## src/rtl/graphic_arb_pkg.sv

```systemverilog
// Shared encodings for the chart RAM arbiter: owner tags, arbitration states, default host wait limit.
// No logic, no latency, no flow control.
// Owner tags travel down the read pipeline; OWN_NONE marks idle or write slots.
package graphic_arb_pkg;

    typedef logic [1:0] owner_t;

    localparam owner_t OWN_NONE   = 2'd0;
    localparam owner_t OWN_RENDER = 2'd1;
    localparam owner_t OWN_HOST   = 2'd2;

    typedef enum logic [1:0] {
        ST_ACTIVE = 2'd0,
        ST_FORCE  = 2'd1,
        ST_BLANK  = 2'd2
    } arb_state_t;

    localparam int MAX_WAIT_DEF = 15;

endpackage

```

## src/rtl/arb_starve_timer.sv

```systemverilog
// Counts consecutive denied host cycles, saturating at MAX_WAIT; hit flags the limit.
// Latency: count updates one cycle after inc/clr, hit is combinational from the count.
// Backpressure: none; clr has priority over inc.
module arb_starve_timer
    import graphic_arb_pkg::*;
#(
    parameter int MAX_WAIT = MAX_WAIT_DEF
) (
    input  logic clk,
    input  logic rst,
    input  logic inc,
    input  logic clr,
    output logic hit
);

    localparam logic [7:0] LIMIT = 8'(MAX_WAIT);

    logic [7:0] cnt;

    always_ff @(posedge clk) begin
        if (rst || clr) begin
            cnt <= '0;
        end else if (inc && (cnt != LIMIT)) begin
            cnt <= cnt + 8'd1;
        end
    end

    assign hit = (cnt == LIMIT);

endmodule

```

## src/rtl/chart_mem_arbiter.sv

```systemverilog
// Arbitrates the renderer and host ports onto one single-port chart RAM; optional stats via CHART_ARB_STATS_EN.
// Latency: grant combinational, RAM command at T+1, read data/rvalid at T+2; one access per cycle.
// Backpressure: losing requester holds its request until granted; renderer loses only on forced host slots or blank-time round-robin.
module chart_mem_arbiter
    import graphic_arb_pkg::*;
#(
    parameter int AW       = 12,
    parameter int DW       = 16,
    parameter int MAX_WAIT = MAX_WAIT_DEF
) (
    input  logic          hclk,
    input  logic          hreset,
    input  logic          vblank,
    input  logic          r_req,
    input  logic [AW-1:0] r_addr,
    output logic          r_gnt,
    output logic          r_rvalid,
    output logic [DW-1:0] r_rdata,
    output logic          r_miss,
    input  logic          h_req,
    input  logic          h_we,
    input  logic [AW-1:0] h_addr,
    input  logic [DW-1:0] h_wdata,
    output logic          h_gnt,
    output logic          h_rvalid,
    output logic [DW-1:0] h_rdata,
    output logic          mem_en,
    output logic          mem_we,
    output logic [AW-1:0] mem_addr,
    output logic [DW-1:0] mem_wdata,
    input  logic [DW-1:0] mem_rdata
`ifdef CHART_ARB_STATS_EN
    ,
    input  logic          stats_clr,
    output logic [15:0]   miss_cnt,
    output logic [15:0]   force_cnt
`endif
);

    arb_state_t state_q, state_d;
    owner_t     last_owner, tag1, tag2;
    logic       starve_hit, force_entry;

    always_ff @(posedge hclk) begin
        if (hreset) begin
            state_q <= ST_ACTIVE;
        end else begin
            state_q <= state_d;
        end
    end

    // The mode is chosen from this cycle's vblank and starvation status so edges act immediately.
    always_comb begin
        state_d = ST_ACTIVE;
        r_gnt   = 1'b0;
        h_gnt   = 1'b0;
        if (vblank) begin
            state_d = ST_BLANK;
        end else if (starve_hit && h_req) begin
            state_d = ST_FORCE;
        end
        case (state_d)
            ST_FORCE: h_gnt = 1'b1;
            ST_BLANK: begin
                if (r_req && h_req) begin
                    r_gnt = (last_owner != OWN_RENDER);
                    h_gnt = (last_owner == OWN_RENDER);
                end else begin
                    r_gnt = r_req;
                    h_gnt = h_req;
                end
            end
            default: begin
                r_gnt = r_req;
                h_gnt = h_req && !r_req;
            end
        endcase
    end

    assign force_entry = (state_d == ST_FORCE) && (state_q != ST_FORCE);

    arb_starve_timer #(.MAX_WAIT(MAX_WAIT)) u_starve (
        .clk (hclk),
        .rst (hreset),
        .inc ((state_d == ST_ACTIVE) && h_req && !h_gnt),
        .clr (h_gnt || !h_req),
        .hit (starve_hit)
    );

    always_ff @(posedge hclk) begin
        if (hreset) begin
            last_owner <= OWN_HOST;
            mem_en     <= 1'b0;
            mem_we     <= 1'b0;
            mem_addr   <= '0;
            mem_wdata  <= '0;
            r_miss     <= 1'b0;
            tag1       <= OWN_NONE;
            tag2       <= OWN_NONE;
        end else begin
            mem_en <= r_gnt || h_gnt;
            mem_we <= h_gnt && h_we;
            r_miss <= force_entry && r_req;
            tag2   <= tag1;
            if (r_gnt) begin
                last_owner <= OWN_RENDER;
                mem_addr   <= r_addr;
                tag1       <= OWN_RENDER;
            end else if (h_gnt) begin
                last_owner <= OWN_HOST;
                mem_addr   <= h_addr;
                mem_wdata  <= h_wdata;
                tag1       <= h_we ? OWN_NONE : OWN_HOST;
            end else begin
                tag1 <= OWN_NONE;
            end
        end
    end

    assign r_rvalid = (tag2 == OWN_RENDER);
    assign h_rvalid = (tag2 == OWN_HOST);
    assign r_rdata  = r_rvalid ? mem_rdata : '0;
    assign h_rdata  = h_rvalid ? mem_rdata : '0;

`ifdef CHART_ARB_STATS_EN
    always_ff @(posedge hclk) begin
        if (hreset || stats_clr) begin
            miss_cnt  <= '0;
            force_cnt <= '0;
        end else begin
            if (force_entry && r_req && (miss_cnt != 16'hFFFF)) begin
                miss_cnt <= miss_cnt + 16'd1;
            end
            if (force_entry && (force_cnt != 16'hFFFF)) begin
                force_cnt <= force_cnt + 16'd1;
            end
        end
    end
`endif

endmodule

```

## config.mk

```make
export PLATFORM = sky130hd
export DESIGN_NAME = chart_mem_arbiter
export DESIGN_NICKNAME = d
export VERILOG_FILES = /design/src/rtl/graphic_arb_pkg.sv /design/src/rtl/arb_starve_timer.sv /design/src/rtl/chart_mem_arbiter.sv
export SDC_FILE = /design/constraint.sdc
export NUM_CORES = 1
export LEC_CHECK = 0
export ABC_AREA = 1
export CORE_ASPECT_RATIO = 0.7
export CORE_MARGIN = 5
export CORE_UTILIZATION = 34
export DETAILED_ROUTE_END_ITERATION = 6
export GPL_ROUTABILITY_DRIVEN = 0
export HOLD_SLACK_MARGIN = 0.08
export PLACE_DENSITY = 0.76
export SLEW_MARGIN = 20
export SYNTH_ARGS = -nofsm -noshare
export SYNTH_HDL_FRONTEND = slang
export SYNTH_SLANG_ARGS = --single-unit
```

## constraint.sdc

```tcl
create_clock -name hclk -period 1.5 [get_ports hclk]
set_input_delay 0.3 -clock hclk [delete_from_list [all_inputs] [get_ports hclk]]
set_output_delay 0.3 -clock hclk [all_outputs]
set_load 0.05 [all_outputs]
```

== Word-level counts from Yosys, hierarchy flattened ==
Index checks and enable logic that the tools add are counted.
Operators by class
  reduce and logical (&&, ||, !) cells: 19
  add/sub/neg operators: 1
  equality and inequality tests: 9
  multiplexer cells: 15
  bitwise operators: 2
Operators with widths (number)
  two-way mux 16 bit: 2
  two-way mux 12 bit: 2
  logical AND 1 bit: 9
  adder 8 x 1 -> 8 bit (second input constant): 1
  equality test 8 x 4 -> 1 bit (second input constant): 1
  two-way mux 2 bit: 4
  inequality test 8 x 4 -> 1 bit (second input constant): 1
  equality test 2 x 1 -> 1 bit (second input constant): 3
  two-way mux 1 bit: 5
  equality test 2 bit (second input constant): 2
  inequality test 2 x 1 -> 1 bit (second input constant): 2
  one-hot mux 1 bit (2 select lines): 2
  zero test 1 bit: 3
  logical OR 1 bit: 3
  OR reduction 3 bit: 1
  zero test 2 bit: 1
  NOT 1 bit: 2
  AND reduction 2 bit: 1
  nonzero test 2 bit: 1
Storage, ports and cells
  word-level logic and storage cells: 57
  flip-flop bits (word level): 47
  output and inout port bits: 67
  input bits: 62

== Logic depth before layout (Yosys ltp) ==
  depth in word-level cells: 9
  depth in mapped cells: 11
  mapped depth without buffers: 10

== Modules after synthesis ==
A second synthesis with hierarchy kept.
Second synthesis, totals
  cells, all modules: 375
  area total of the unflattened synthesis: 2324.7 µm²
Modules (own cells, without submodules)
  chart_mem_arbiter: cells each 308, area each 1898.1 µm², seq. area each 780.7 µm², instances 1
  arb_starve_timer: cells each 67, area each 426.7 µm², seq. area each 160.2 µm², instances 1

== Least setup slack after synthesis ==
No wires, ideal clock.
  path kind: register -> output
  start point: reg tag2[1]
  end point: out h_rdata[10]
  path buffers: 1
  setup slack: -0.971 ns
  cell stages (with the launch flop): 6
  required time: 1.200 ns
  arrival time: 2.171 ns
  cells stage by stage: dfxtp_1 > inv_1 > nor2_1 > inv_1 > clkbuf_1 > nor2_1
Between the ends
  longest elaborated chain between the ends: 2
RTL lines
  start: declaration: line chart_mem_arbiter.sv:41  | owner_t last_owner, tag1, tag2;
  start signal: assignment: line chart_mem_arbiter.sv:104  | tag2 <= tag1;
  equality test 2 bit: line chart_mem_arbiter.sv:121  | assign h_rvalid = (tag2 == OWN_HOST);
  via h_rvalid: line chart_mem_arbiter.sv:25  | output logic h_rvalid,
  two-way mux 16 bit: line chart_mem_arbiter.sv:123  | assign h_rdata = h_rvalid ? mem_rdata : '0;
  end: declaration: line chart_mem_arbiter.sv:26  | output logic [DW-1:0] h_rdata,
The timed path passes the listed nets, and every way through them passes these cells.

== Worst setup path after layout ==
  start point: reg u_starve.cnt[0]
  end point: out h_gnt
Between the ends
  longest elaborated chain between the ends: 6
  elaborated cells between the ends (all ways): 7
  those cells by class: eq/ne: 3; mux: 3; reduce/logical: 1
RTL lines
  start: declaration: line arb_starve_timer.sv:18  | logic [7:0] cnt;
  start signal: assignment: line arb_starve_timer.sv:24  | cnt <= cnt + 8'd1;
  equality test 8 x 4 -> 1 bit (*): line arb_starve_timer.sv:28  | assign hit = (cnt == LIMIT);
  logical AND 1 bit (*): line chart_mem_arbiter.sv:59  | end else if (starve_hit && h_req) begin
  two-way mux 1 bit (*): line chart_mem_arbiter.sv:59
  two-way mux 2 bit (*): line chart_mem_arbiter.sv:57  | if (vblank) begin
  equality test 2 bit / equality test 2 x 1 -> 1 bit (equally long branches): line chart_mem_arbiter.sv:62  | case (state_d)
  one-hot mux 1 bit (2 select lines) (*): line chart_mem_arbiter.sv:62
  end: declaration: line chart_mem_arbiter.sv:24  | output logic h_gnt,
Every way passes the cells marked *; elsewhere a longest branch is shown, timed or not.

==> summary.txt <==
Floorplanning
  – FP Rows: 24
  – Area of the core: 6280 sq um
  – Chip height: 77.6 um
  – Die width: 107 um
  – Initial Utilization: 35.4%
  – # IOs: 129
  – Die ar.: 8280 sq um

Clock network
  – Max clock buf depth: 2
  – Clk root buf: clkbuf_8
  – Clock sink total: 47
  – CTS Buf Count: 5
  – H-tree depth: 2
  – CTS tree: yes
  – Clock Latency Late Sink: 0.30 ns
  – Clock-pin slew on the worst setup and hold paths: 0.09 ns

STA
  – Slew Limit Fails: 0
  – Max_slew headroom: 76.9%
  – Slack of the critical path: -0.273 ns
  – Max Freq: 564 MHz
  – RSZ-0062 raised after global routing: yes
  – Post-Route Skew: 0.00719 ns
  – Final TNS setup: -6.14 ns
  – Worst-Margin Slew: 0.343 ns
  – Tmin final: 1.77 ns
  – Hold WS: 0.432 ns
  – Endpoints failing setup: 66
  – Final period util: 118%
  – Final Hold Fails: 0

Logic synthesis
  – Post-synth EDFFs: 0
  – Post-synthesis net count: 404
  – Synth Area per Inst: 6.52 sq um
  – Synth unique cells: 25
  – Post-Synthesis Cell Area: 2220 sq um
  – Synth area leader: dfxtp_1
  – Synth top area cells: dfxtp_1, nor2_1, inv_1
  – Yosys reg bits: 47
  – Synth top area share: 42.3%
  – Register area share after synthesis: 42.3%
  – Top_reg_cell synth: dfxtp_1
  – YS warnings: 0
  – Ys async rst share: 0%
  – Cell count after synthesis: 341

GRT
  – GRT Resource Usage Total: 21.3%
  – Global-route wire length before repair: 14100 um
  – Largest net degree at the start of global routing: 17
  – Met1 Use GR: 25.7%
  – GR peak layer: met2
  – Grt met2 use: 38.6%
  – Initial antenna violation count: 0
  – Residual overflow from global routing: 0
  – Grt met3 use: 5.80%
  – Vias in the first global route: 2734

Cells and area
  – Area occupied by multi-input gates: 1460 sq um
  – Reg area: 946 sq um
  – Most frequent cells in the layout: buf_12, clkdlybuf4s50_1, nor2_1
  – Synth-to-Final Area Change: 140%
  – NumNets Final: 577
  – Fillers: 313
  – Antenna diodes: 0
  – Share of layout cells above drive strength 1: 40.5%
  – Most common cell after layout, fill and taps aside: buf_12

Route
  – Via count: 2879
  – Iter 0 DRT Violations: 151
  – TritonRoute pass-1 iters: 4
  – Detail Route Antenna Nets: 0
  – DR WL/cell: 17.8 um
  – Routed wire length: 10500 um
  – Vias per Instance: 4.86
  – DRC violation count after routing: 0

Placement
  – Dpl ws: -0.402 ns
  – Dpl hpwl: 6860 um
  – Port bufs: 128

Power and ir drop
  – Power per cell area: 667 nW/um^2
  – VDD IR-drop max: 0.439 mV
  – Leakage: 2.30 nW
  – Total power: 3.55 mW

Critical path
  – Worst Setup Path Type: reg -> out
  – Critical Path RT: 1.20 ns
  – CP peak stage delay: 0.37 ns
  – Crit path DAT: 1.47 ns
  – Critical path, cell by cell: ha_4 -> nand2_4 -> nor2_4 -> nand4_4 -> nand2_4 -> buf_12 -> buf_12
  – Worst Setup End Kind: output port
  – Max FO, Critical Path: 3
  – Critical path's slowest cell: dfxtp_2
  – Startpoint Class: flop

Flow run
  – MaxCap Viol Count: 0

Min path
  – Worst hold-check path type: reg -> reg

Status
  – Failing checks: setup timing
  – Outcome: finished, violations left
-- critical path: cells and delay by family (launching register included) --
| family | cells | cell delay [ns] |
|---|---|---|
| and+or+nand+nor | 4 | 0.40 |
| adders and majority gates | 1 | 0.17 |
| buffers and inverters | 2 | 0.23 |
| DFF | 1 | 0.37 |
-- synthesized netlist by cell type, types with 3 or more instances --
library cell  count
inv_1            53
o21ai_1           9
nand4_1           5
nand3b_1          4
nand2_1          53
nor2_1          108
clkbuf_1          7
dfxtp_1          47
nand2_2           3
a21oi_1           8
nand3_1          17
o21ai_0           8
xor2_1            4
-- power by group --
group	switching [mW]	internal [mW]	total, mW
logic	0.638	0.618	1.26
registers	0.0712	1.32	1.39
clock network	0.422	0.487	0.909
-- registers in the layout, summed over array words and instances, names as in the netlist --
name and count:
tag2 2, mem_wdata 16, tag1 2, mem_addr 12, mem_we 1, state_q 2
u_starve.cnt 8, mem_en 1, r_miss 1, last_owner 2
-- kinds of logic (layout without fill, tap and decap cells) --
| family | count (synthesis) | after routing | synth area share [%] |
|---|---|---|---|
| AO/OA/AOI/OAI | 26 | 26 | 5.97 |
| XOR/XNOR | 5 | 5 | 1.97 |
| adder cells (fa/ha/maj) | 1 | 1 | 0.563 |
| buffers and inverters | 67 | 240 | 12.3 |
| flip-flops | 47 | 47 | 42.3 |
| AND/OR/NAND/NOR | 195 | 195 | 36.9 |
-- area by class of cell --
class / instances / share of cell area, %
tap: 78 / 1.83
inverter: 54 / 4.23
clock buffer: 5 / 1.29
multi-input combinational: 227 / 27.4
clock inverter: 2 / 0.704
timing repair buffer: 179 / 46.7
sequential: 47 / 17.8
-- timing repair --
| item | in CTS | in global routing |
|---|---|---|
| resized for setup | 63 | 51 |
| hold endpoints to repair | 0 | 0 |
| pin swaps | 7 | 8 |
| hold buffers | 0 | 0 |
| cloned | 3 | 3 |
| buffers inserted | 8 | 4 |
| endpoints found under the setup margin | 69 | 76 |
-- per-stage QoR --
stage                     utilization, %  cell area [sq um]  std cells
after floorplan                        -               2410        341
after global placement              73.9               4640        568
after detailed placement            73.9               4640        568
after CTS                           80.4               5050        586
after global routing                84.9               5330        592
final                               84.9               5330        592
-- worst paths after layout --
check / to / from / slack, ns / depth (start not counted)
worst max-delay path: h_gnt / u_starve.cnt[0] / -0.27 / 7
worst max register to register: mem_addr[0] / u_starve.cnt[0] / -0.26 / 12
worst min-delay path: tag2[0] / tag1[0] / 0.43 / 2
worst min register to register: tag2[0] / tag1[0] / 0.43 / 2
-- routing by layer --
| metal | share of wire [%] | wire length (um) |
|---|---|---|
| met1 | 39 | 4070 |
| met2 | 50 | 5240 |
| met3 | 8.9 | 939 |
| met4 | 2.7 | 287 |
| met5 | 0 | 0 |
(Power assumes the default switching activity.)
